`config.mk`:
```
export PLATFORM = sky130hd
export DESIGN_NAME = tiny_core_p
export DESIGN_NICKNAME = d
export VERILOG_FILES = /design/src/rtl/tiny_core_p.sv
export SDC_FILE = /design/constraint.sdc
export NUM_CORES = 1
export LEC_CHECK = 0
export CAP_MARGIN = 20
export CORE_MARGIN = 8
export CORE_UTILIZATION = 35
export CTS_CLUSTER_SIZE = 24
export DETAILED_ROUTE_END_ITERATION = 12
export GPL_TIMING_DRIVEN = 0
export PLACE_DENSITY = 0.63
export SLEW_MARGIN = 20
export SYNTH_ARGS = -nofsm -noshare
export SYNTH_HDL_FRONTEND = slang
export SYNTH_SLANG_ARGS = --single-unit
```
`constraint.sdc`:
```
create_clock -name clk -period 7.6 [get_ports clk]
set_input_delay 1.9 -clock clk [delete_from_list [all_inputs] [get_ports clk]]
set_output_delay 1.9 -clock clk [all_outputs]
set_load 0.02 [all_outputs]
```
`src/rtl/tiny_core_p.sv`:
```
// Parametrised multi-cycle accumulator core: merged FSM + datapath, register file,
// carry/zero flags, two-word instructions, branches and halt, single-port memory handshake.
module tiny_core_p #(
  parameter int          WIDTH    = 8,
  parameter int          AW       = 8,
  parameter int          NREGS    = 4,
  parameter int unsigned RESET_PC = 0
) (
  input  logic             clk,
  input  logic             rst,
  input  logic             mem_resp,
  input  logic [WIDTH-1:0] mem_rdata,
  output logic             mem_read,
  output logic             mem_write,
  output logic [AW-1:0]    mem_address,
  output logic [WIDTH-1:0] mem_wdata,
  output logic             halted,
  output logic [WIDTH-1:0] dbg_acc
);

  localparam int          RW     = $clog2(NREGS);
  localparam logic [AW-1:0] RST_PC = AW'(RESET_PC);

  localparam logic [3:0] OP_LDA = 4'h1;
  localparam logic [3:0] OP_STA = 4'h2;
  localparam logic [3:0] OP_ADD = 4'h3;
  localparam logic [3:0] OP_SUB = 4'h4;
  localparam logic [3:0] OP_AND = 4'h5;
  localparam logic [3:0] OP_NOT = 4'h6;
  localparam logic [3:0] OP_LD  = 4'h7;
  localparam logic [3:0] OP_ST  = 4'h8;
  localparam logic [3:0] OP_JMP = 4'h9;
  localparam logic [3:0] OP_BRZ = 4'hA;
  localparam logic [3:0] OP_BRC = 4'hB;
  localparam logic [3:0] OP_LDI = 4'hC;
  localparam logic [3:0] OP_HLT = 4'hF;

  typedef enum logic [2:0] {
    S_FETCH,
    S_DECODE,
    S_OPND,
    S_MEM,
    S_HALT
  } state_t;

  state_t           state_q;
  logic [AW-1:0]    pc_q;
  logic [WIDTH-1:0] acc_q;
  logic             c_q;
  logic             z_q;
  logic [3:0]       op_q;
  logic [RW-1:0]    r_q;
  logic [WIDTH-1:0] regs_q [NREGS];
  logic             mem_read_q;
  logic             mem_write_q;
  logic [AW-1:0]    mem_address_q;
  logic [WIDTH-1:0] mem_wdata_q;
  logic             halted_q;

  logic [WIDTH-1:0] reg_val;
  logic [WIDTH:0]   add_full;
  logic [AW-1:0]    pc_inc;
  logic [AW-1:0]    opnd_a;
  logic [AW-1:0]    opnd_next_pc_d;
  logic [WIDTH-1:0] alu_acc_d;
  logic             alu_we_d;
  logic             alu_c_d;
  logic             alu_c_we_d;

  always_comb begin
    reg_val        = regs_q[r_q];
    add_full       = {1'b0, acc_q} + {1'b0, reg_val};
    pc_inc         = pc_q + AW'(1);
    opnd_a         = AW'(mem_rdata);
    opnd_next_pc_d = pc_inc;
    if ((op_q == OP_JMP) || (op_q == OP_BRZ && z_q) || (op_q == OP_BRC && c_q))
      opnd_next_pc_d = opnd_a;

    alu_acc_d  = acc_q;
    alu_we_d   = 1'b0;
    alu_c_d    = c_q;
    alu_c_we_d = 1'b0;
    case (op_q)
      OP_LDA: begin alu_acc_d = reg_val; alu_we_d = 1'b1; end
      OP_ADD: begin
        alu_acc_d  = add_full[WIDTH-1:0];
        alu_c_d    = add_full[WIDTH];
        alu_we_d   = 1'b1;
        alu_c_we_d = 1'b1;
      end
      OP_SUB: begin
        alu_acc_d  = acc_q - reg_val;
        alu_c_d    = (acc_q >= reg_val);
        alu_we_d   = 1'b1;
        alu_c_we_d = 1'b1;
      end
      OP_AND: begin alu_acc_d = acc_q & reg_val; alu_we_d = 1'b1; end
      OP_NOT: begin alu_acc_d = ~acc_q; alu_we_d = 1'b1; end
      default: ;
    endcase
  end

  always_ff @(posedge clk or posedge rst) begin
    if (rst) begin
      state_q       <= S_FETCH;
      pc_q          <= RST_PC;
      acc_q         <= '0;
      c_q           <= 1'b0;
      z_q           <= 1'b0;
      op_q          <= '0;
      r_q           <= '0;
      for (int i = 0; i < NREGS; i++) regs_q[i] <= '0;
      mem_read_q    <= 1'b0;
      mem_write_q   <= 1'b0;
      mem_address_q <= '0;
      mem_wdata_q   <= '0;
      halted_q      <= 1'b0;
    end else begin
      case (state_q)
        S_FETCH: begin
          // Only the first cycle after reset arrives here with no request up.
          if (!mem_read_q) begin
            mem_read_q    <= 1'b1;
            mem_address_q <= pc_q;
          end else if (mem_resp) begin
            op_q       <= mem_rdata[WIDTH-1 -: 4];
            r_q        <= mem_rdata[WIDTH-5 -: RW];
            pc_q       <= pc_inc;
            mem_read_q <= 1'b0;
            state_q    <= S_DECODE;
          end
        end
        S_DECODE: begin
          case (op_q)
            OP_LD, OP_ST, OP_JMP, OP_BRZ, OP_BRC, OP_LDI: begin
              mem_read_q    <= 1'b1;
              mem_address_q <= pc_q;
              state_q       <= S_OPND;
            end
            OP_HLT: begin
              halted_q <= 1'b1;
              state_q  <= S_HALT;
            end
            default: begin
              if (alu_we_d) begin
                acc_q <= alu_acc_d;
                z_q   <= (alu_acc_d == '0);
              end
              if (alu_c_we_d) c_q <= alu_c_d;
              if (op_q == OP_STA) regs_q[r_q] <= acc_q;
              mem_read_q    <= 1'b1;
              mem_address_q <= pc_q;
              state_q       <= S_FETCH;
            end
          endcase
        end
        S_OPND: begin
          if (mem_resp) begin
            if (op_q == OP_LD || op_q == OP_ST) begin
              pc_q          <= pc_inc;
              mem_address_q <= opnd_a;
              mem_read_q    <= (op_q == OP_LD);
              mem_write_q   <= (op_q == OP_ST);
              mem_wdata_q   <= (op_q == OP_ST) ? acc_q : '0;
              state_q       <= S_MEM;
            end else begin
              if (op_q == OP_LDI) begin
                acc_q <= mem_rdata;
                z_q   <= (mem_rdata == '0);
              end
              pc_q          <= opnd_next_pc_d;
              mem_address_q <= opnd_next_pc_d;
              state_q       <= S_FETCH;
            end
          end
        end
        S_MEM: begin
          if (mem_resp) begin
            if (mem_read_q) begin
              acc_q <= mem_rdata;
              z_q   <= (mem_rdata == '0);
            end
            mem_write_q   <= 1'b0;
            mem_wdata_q   <= '0;
            mem_read_q    <= 1'b1;
            mem_address_q <= pc_q;
            state_q       <= S_FETCH;
          end
        end
        default: ;
      endcase
    end
  end

  assign mem_read    = mem_read_q;
  assign mem_write   = mem_write_q;
  assign mem_address = mem_address_q;
  assign mem_wdata   = mem_wdata_q;
  assign halted      = halted_q;
  assign dbg_acc     = acc_q;

endmodule

```
======== Word level (Yosys, flattened, before mapping) ========
Index checks and enable logic that the tools add are counted.
operators by class
  add/subtract/negate cells ............... 3
  $lt $le $gt $ge ......................... 3
  equality and inequality tests ........... 28
  mux-type cells .......................... 61
  bitwise gates (word level) .............. 4
  reductions and logical operators ........ 28
operators by type and width
  operator             number
  $mux 8               24
  $pmux 8 s5           1
  $bwmux 32            1
  $pmux 8 s2           2
  $pmux 8 s4           1
  $eq 4x4->1 const B   6
  $ne 2x2->1 const B   12
  $pmux 8 s3           1
  $mux 1               18
  $bmux 8 s2           1
  $demux 8 s2          1
  $eq 4x3->1 const B   4
  $logic_not 8->1      2
  $reduce_and 5->1     3
  $mux 3               4
  $pmux 3 s4           1
  $reduce_and 4->1     3
  $add 8x8->9          1
  $add 8x1->8 const B  1
  $and 8x8->8          1
  $eq 4x2->1 const B   2
  $ge 8x8->1           1
  $not 8->8            1
  $reduce_and 8->1     1
  25 further kinds     34
word-level totals
  flip-flop bits (word level) ............. 78
  input bits .............................. 11
  output and inout bits ................... 27
  word-level logic and storage cells ...... 143

======== Depth between registers and ports, before layout ========
Gate-level depths: netlist (run 1).
  word-level depth ........................ 10
  gate-level depth with buffers ........... 12
  depth with buffers taken out ............ 11

======== Least setup slack after synthesis (run 1) ========
Ideal clock, no wire load.
  path type ............................... register to register
  start ................................... register r_q[1]
  end ..................................... register acc_q[7] (netlist: dbg_acc[7])
  library setup time ...................... 0.064 ns
  data arrival time ....................... 2.987 ns
  data required time ...................... 7.536 ns
  setup slack ............................. 4.549 ns
  cell stages (with the launch flop) ...... 11
  buffers on the path ..................... 1
  period minus slack after synthesis ...... 3.051 ns
  cells stage by stage .................... dfrtp_1 > buf_2 > mux4_2 > ha_1 > and2b_2 > o21a_1 > o41a_1 > or4_1 > and3_1 > a21oi_2 > a31o_2
on the way
  longest elaborated chain between the ends .. 9
  elaborated cells between the ends (all ways) .. 11
  classes of those cells .................. add/sub: 2; mux: 7; bitwise: 2
RTL lines
  element                                      line  RTL
  start, declared                              52    logic [RW-1:0] r_q;
  start signal, assigned                       127   r_q <= mem_rdata[WIDTH-5 -: RW];
  $not 2->3 (implied by the code) *            71    reg_val = regs_q[r_q];
  $bmux 8 s2 *                                 71
  $mux 8 (implied by the code) * (2 in a row)  71
  $sub 8x8->8 (tied with other cells)          92    alu_acc_d = acc_q - reg_val;
  $pmux 8 s5 *                                 83    case (op_q)
  $mux 8 *                                     145   if (alu_we_d) begin
  $mux 8 *                                     134   case (op_q)
  $pmux 8 s3 *                                 119   case (state_q)
  end signal, assigned                         146   acc_q <= alu_acc_d;
  end signal, assigned                         168   acc_q <= mem_rdata;
  end signal, assigned                         180   acc_q <= mem_rdata;
  end, declared                                48    logic [WIDTH-1:0] acc_q;
Mark *: on every way between the ends. The rest lies on a longest branch, timed or not. The select of a mux whose other input is x is not followed.
A chain may end at the register's enable or synchronous reset.

======== Worst setup path in the final report (run 1) ========
  start ................................... register acc_q[5] (netlist: dbg_acc[5])
  end ..................................... output port dbg_acc[5]
RTL lines
  element        line  RTL
  end, declared  18    output logic [WIDTH-1:0] dbg_acc
No word-level cell between the ends.

==> results of run 1 <==
## placed cells by master (no fill, tap or decap), types with 9 or more instances in the layout
cell | synthesis | routed
dfrtp_1 | 78 | 78
ha_1 | 20 | 20
clkdlybuf4s50_1 | 0 | 37
a31oi_1 | 16 | 16
nand3_1 | 16 | 16
nor2_1 | 35 | 35
inv_1 | 21 | 20
and3_1 | 11 | 11
clkbuf_1 | 10 | 10
nand2_1 | 52 | 52
a21oi_1 | 35 | 35
buf_2 | 13 | 13
clkbuf_16 | 0 | 9
o21ai_0 | 46 | 46
mux2_2 | 29 | 29
## area by class of cell
class                           count  area [um2]
Clock buffer                        9         225
Buffer                             34         204
Timing Repair Buffer               38         390
Sequential cell                    78        1950
Inverter                           21        81.3
Tap cell                          184         230
Fill cell                        1452        8360
Multi-Input combinational cell    408        2900
Clock inverter                      7        82.6
## final timing paths
kind	to	slack [ns]	depth (start not counted)
worst max-delay path	dbg_acc[5]	3.93	1
worst min-delay path	halted	0.48	1
worst max register to register	dbg_acc[6]	4.02	11
worst min register to register	halted	0.48	1
max in group asynchronous	dbg_acc[7]	5.09	3
min in group asynchronous	dbg_acc[5]	1.92	2
## metal layers
layer  global-route usage  part of all wire  vias to the layer above
met1                0.201              0.44                     2191
met2                0.256              0.47                      167
met3               0.0330             0.058                       33
met4               0.0718             0.032                        0
li1                     -                 -                     2094
met5                    0                 0                        -
## where the power goes
group | switching (mW) | internal [mW] | total, mW
combinational | 0.877 | 0.642 | 1.52
sequential | 0.174 | 0.567 | 0.741
clock | 0.184 | 0.259 | 0.442
## sequential cells by signal, summed over array words and instances, names as in the netlist
| register | count |
|---|---|
| op_q | 4 |
| regs_q | 32 |
| c_q | 1 |
| pc_q | 8 |
| dbg_acc | 8 |
| z_q | 1 |
| r_q | 2 |
| halted | 1 |
| mem_read | 1 |
| mem_address | 8 |
| mem_wdata | 8 |
| state_q | 3 |
| mem_write | 1 |
## per-stage QoR
| step | area, um2 | setup WS, ns | util | power, mW | hold WS, ns |
|---|---|---|---|---|---|
| 6_report | 6070 | 3.93 | 0.421 | 2.70 | 0.478 |
| 5_1_grt | 6070 | 3.81 | 0.421 | 2.89 | 0.512 |
| 4_1_cts | 6070 | 3.96 | 0.421 | 2.69 | 0.484 |
| 3_5_place_dp | 5760 | 3.70 | 0.399 | 2.24 | 0.469 |
| 3_3_place_gp | 5740 | 2.45 | 0.398 | 2.20 | 0.456 |
| 2_1_floorplan | 5130 | 3.70 | - | 1.76 | 0.445 |
## kinds of logic after synthesis
logic type      synth area share
compound gates             0.206
buf+inv                   0.0551
mux                        0.108
fa+ha+maj                 0.0565
simple gates               0.191
flops                      0.380
xor+xnor                 0.00341
==> impl_metrics.tcl, run 1 <==
set metrics [dict create \
    portBuffers 37 \
    cts_max_path_buffers 2 \
    synth_top_area_cell "dfrtp_1" \
    min_path_type "flip-flop to flip-flop" \
    ys_seq_elements 78 \
    synth_edf_count 0 \
    clk-insertion-delay-late_ns 0.34 \
    dieArea_um2 18800 \
    crit_chain "clkdlybuf4s50_1" \
    drv_slew 0 \
    initial_core_util 0.356 \
    synth_nets 574 \
    cts_tree "yes" \
    wirelength_um 14500 \
    async_reset_ff_frac 1.00 \
    die_x_um 137 \
    critPathSlowestCell "clkdlybuf4s50_1" \
    drive_above_1_share 0.160 \
    endpoint_kind "output port" \
    via_per_inst 5.76 \
    grt_pass1_wl_um 23400 \
    nets 623 \
    relSlewSlack 0.426 \
    setup_tns_ns 0 \
    drv_cap 0 \
    dp_cells 763 \
    gp_congestion 0.922 \
    synth.top_cells.by_count "78 x dfrtp_1, 52 x nand2_1, 46 x o21ai_0" \
    dp_hpwl_um 10700 \
    antenna_found_initial 0 \
    io_pins 38 \
    reg2reg_from "r_q[1]" \
    ant_nets 0 \
    first_global_vias 4364 \
    p_leak_nw 2.58 \
    syn_area_um2 5130 \
    crit_arrival_ns 1.77 \
    clk_pin_slew_ns 0.06 \
    rsz0062_at_grt "false" \
    firstDrtPassIters 4 \
    routedWlPerCell_um 18.6 \
    fin_crit_ns 3.67 \
    syn_inst 541 \
    status "finished, final reports clean" \
    yosys-top-cells-area "dfrtp_1 38%, mux2_2 6.4%, ha_1 4.9%, o21ai_0 4.5%, nand2_1 3.8%" \
    finalSetupViolCount 0 \
    max_freq_mhz 273 \
    ys_warn_count 0 \
    avgSynthCellArea_um2 9.49 \
    vdd.ir_drop.worst_v 0.000109 \
    clock-sinks 78 \
    worst_pin_slew_ns 0.849 \
    syn_to_final_growth_pct 18.1 \
    ys.flop_type "dfrtp_1" \
    fp.dieH_um 137 \
    cts_buffers 9 \
    cts_repair_resize_count 0 \
    post_cts_buffers 0 \
    clockRootBuffer "clkbuf_16" \
    grt-ovfl-total 0 \
    yosysMostFrequentCell "dfrtp_1" \
    p_per_area_nw_per_um2 445 \
    critPathLaunch "dbg_acc[5]" \
    netlist.area_leader.share 0.380 \
    finalHoldViolations 0 \
    num_antenna_cells 0 \
    grt_start_max_net_pins 47 \
    fin_cells 779 \
    first_iter_violations 456 \
    fp-row-count 44 \
    hold_buffers 0 \
    ys_types 70 \
    yosysSeqAreaShare 0.380 \
    cts_htree_levels 3 \
    path_max_fanout 12 \
    cp-start-kind "flip-flop" \
    cp_num_buf_inv 1 \
    drc 0 \
    vias 4485 \
    hp-start "halted" \
    fin_skew_ns 0.00525 \
    grt_usage 0.159 \
    slowest_delay_ns 0.73 \
    critical_path.top_delay_family "buffers and inverters" \
    path_class "flip-flop to output port" \
    coreArea_um2 14400 \
    cp.required_ns 5.70 \
    min_period_over_period 0.482 \
]
Power figures use the tool's default switching activity.
==> run 2, diff against run 1 <==
--- a/config.mk
+++ b/config.mk
@@ -11,7 +11,7 @@
 export CTS_CLUSTER_SIZE = 24
 export DETAILED_ROUTE_END_ITERATION = 12
 export GPL_TIMING_DRIVEN = 0
-export PLACE_DENSITY = 0.63
+export PLACE_DENSITY = 0.65
 export SLEW_MARGIN = 20
 export SYNTH_ARGS = -nofsm -noshare
 export SYNTH_HDL_FRONTEND = slang
==> constraint.sdc (replaced) <==
create_clock -name clk -period 3.09 [get_ports clk]
set_input_delay 0.7725 -clock clk [delete_from_list [all_inputs] [get_ports clk]]
set_output_delay 0.7725 -clock clk [all_outputs]
set_load 0.02 [all_outputs]
==> impl_metrics.tcl, run 2 (synthesized netlist as in run 1, its figures left out) <==
set metrics [dict create \
    finalHoldViolations 0 \
    worst_slack_ns -0.0953 \
    syn_to_final_growth_pct 24.5 \
    fp-row-count 44 \
    cts_tree "yes" \
    drv_cap 0 \
    status "finished with violations" \
    ant_nets 0 \
    fin_cells 797 \
    p_leak_nw 2.70 \
    max_freq_mhz 314 \
    min_period_over_period 1.03 \
    regMostFlops "regs_q" \
    placed_cell_area_um2 5770 \
    cp.required_ns 3.37 \
    hold_end "halted" \
    r2r_end "dbg_acc[7]" \
    hold_ws_ns 0.479 \
    min_path_type "flip-flop to flip-flop" \
    first_global_vias 4537 \
    gp_congestion 0.928 \
    drc 0 \
    dieArea_um2 18800 \
    drv_slew 0 \
    hold_buffers 0 \
    grt_start_max_net_pins 50 \
    violations "setup timing" \
    dp_hpwl_um 11000 \
    routedWlPerCell_um 19.2 \
    path_max_fanout 4 \
    antenna_found_initial 0 \
    drive_above_1_share 0.217 \
    initial_core_util 0.356 \
    coreArea_um2 14400 \
    path_class "flip-flop to flip-flop" \
    crit_arrival_ns 3.46 \
    firstDrtPassIters 5 \
    largest_reg_flops 32 \
    clock-sinks 78 \
    reg2reg_from "r_q[1]" \
    dp_cells 763 \
    grt-ovfl-total 0 \
    endpoint_kind "flip-flop" \
    portBuffers 37 \
    fillers 1386 \
    clk_pin_slew_ns 0.06 \
    rrSetupSlack_ns -0.1 \
    relSlewSlack 0.425 \
    cts_buffers 9 \
    grt_pass1_wl_um 24100 \
    cp-start-kind "flip-flop" \
    fin_crit_ns 3.19 \
    cts_htree_levels 3 \
    layout_commonest_cell "dfrtp_1" \
    finalSetupViolCount 3 \
    final-seq-area_um2 1950 \
    fin_skew_ns 0.00918 \
    ff2ff_path_depth 10 \
    via_per_inst 5.76 \
    p_per_area_nw_per_um2 1130 \
    io_pins 38 \
    num_antenna_cells 0 \
    fin_area_um2 6390 \
    worst_pin_slew_ns 0.851 \
    nets 642 \
    clockRootBuffer "clkbuf_16" \
    vias 4587 \
    hp-start "halted" \
    grt_usage 0.165 \
    final_cell_mix "76 x dfrtp_1, 52 x nand2_1, 44 x o21ai_0" \
    fp.dieH_um 137 \
    rsz0062_at_grt "true" \
    pre_cts_ws_ns -0.472 \
    clk-insertion-delay-late_ns 0.34 \
    die_x_um 137 \
    multiInputGateArea_um2 3020 \
    first_iter_violations 426 \
    vdd.ir_drop.worst_v 0.000411 \
    min_path_cells 1 \
    wirelength_um 15300 \
    cts_max_path_buffers 2 \
]
-- run 2: repair_timing --
item                       CTS  global route
gates resized for setup     28             7
pin swaps                   13            18
setup buffers               15             4
setup endpoints to repair    8             6
-- run 2: final cells by class --
class	count	share of cell area
clock buffer	9	0.0352
multi-input combinational	408	0.473
inverter	21	0.0127
timing repair buffer	57	0.0885
tap	184	0.0360
clock inverter	6	0.0137
buffer	34	0.0350
sequential	78	0.306
-- run 2: how the worst max path moves through the flow --
stage | end | from | slack, ns
after CTS | dbg_acc[6] | r_q[1] | -0.08
after global routing | dbg_acc[7] | r_q[1] | -0.15
after floorplan | dbg_acc[7] | r_q[1] | 0.04
after detailed placement | dbg_acc[6] | r_q[1] | -0.47
final | dbg_acc[7] | r_q[1] | -0.1
after global placement | mem_wdata[6] | rst | -0.94
-- run 2: metal layers --
| metal | GRT usage | wire length, um | vias up |
|---|---|---|---|
| li1 | - | - | 2133 |
| met5 | 0 | 0 | - |
| met1 | 0.208 | 6530 | 2219 |
| met4 | 0.0748 | 422 | 0 |
| met2 | 0.269 | 7420 | 201 |
| met3 | 0.0305 | 936 | 34 |
-- run 2: report_power, final --
part	total [mW]	switching, mW	internal (mW)	leakage, nW
registers	1.83	0.433	1.40	1.02
clock network	1.13	0.424	0.702	0.155
logic	4.24	2.33	1.91	1.53
-- run 2: worst max-delay path, stage by stage, from the launching register on --
cell and delay (ns):
dfrtp_2 0.42, buf_8 0.13, mux4_2 0.60, ha_4 0.21
and2b_2 0.20, o21a_1 0.19, o41a_1 0.40, or4_1 0.41
and3_4 0.19, a21oi_4 0.19, a31o_2 0.18
-- run 2: stage by stage --
stage          power [mW]  utilization  setup TNS (ns)
5_1_grt              7.60        0.443          -0.504
2_1_floorplan        4.33            -               0
4_1_cts              7.04        0.439          -0.160
6_report             7.19        0.443          -0.176
3_5_place_dp         5.53        0.400           -2.58
3_3_place_gp         5.44        0.398          -75.15
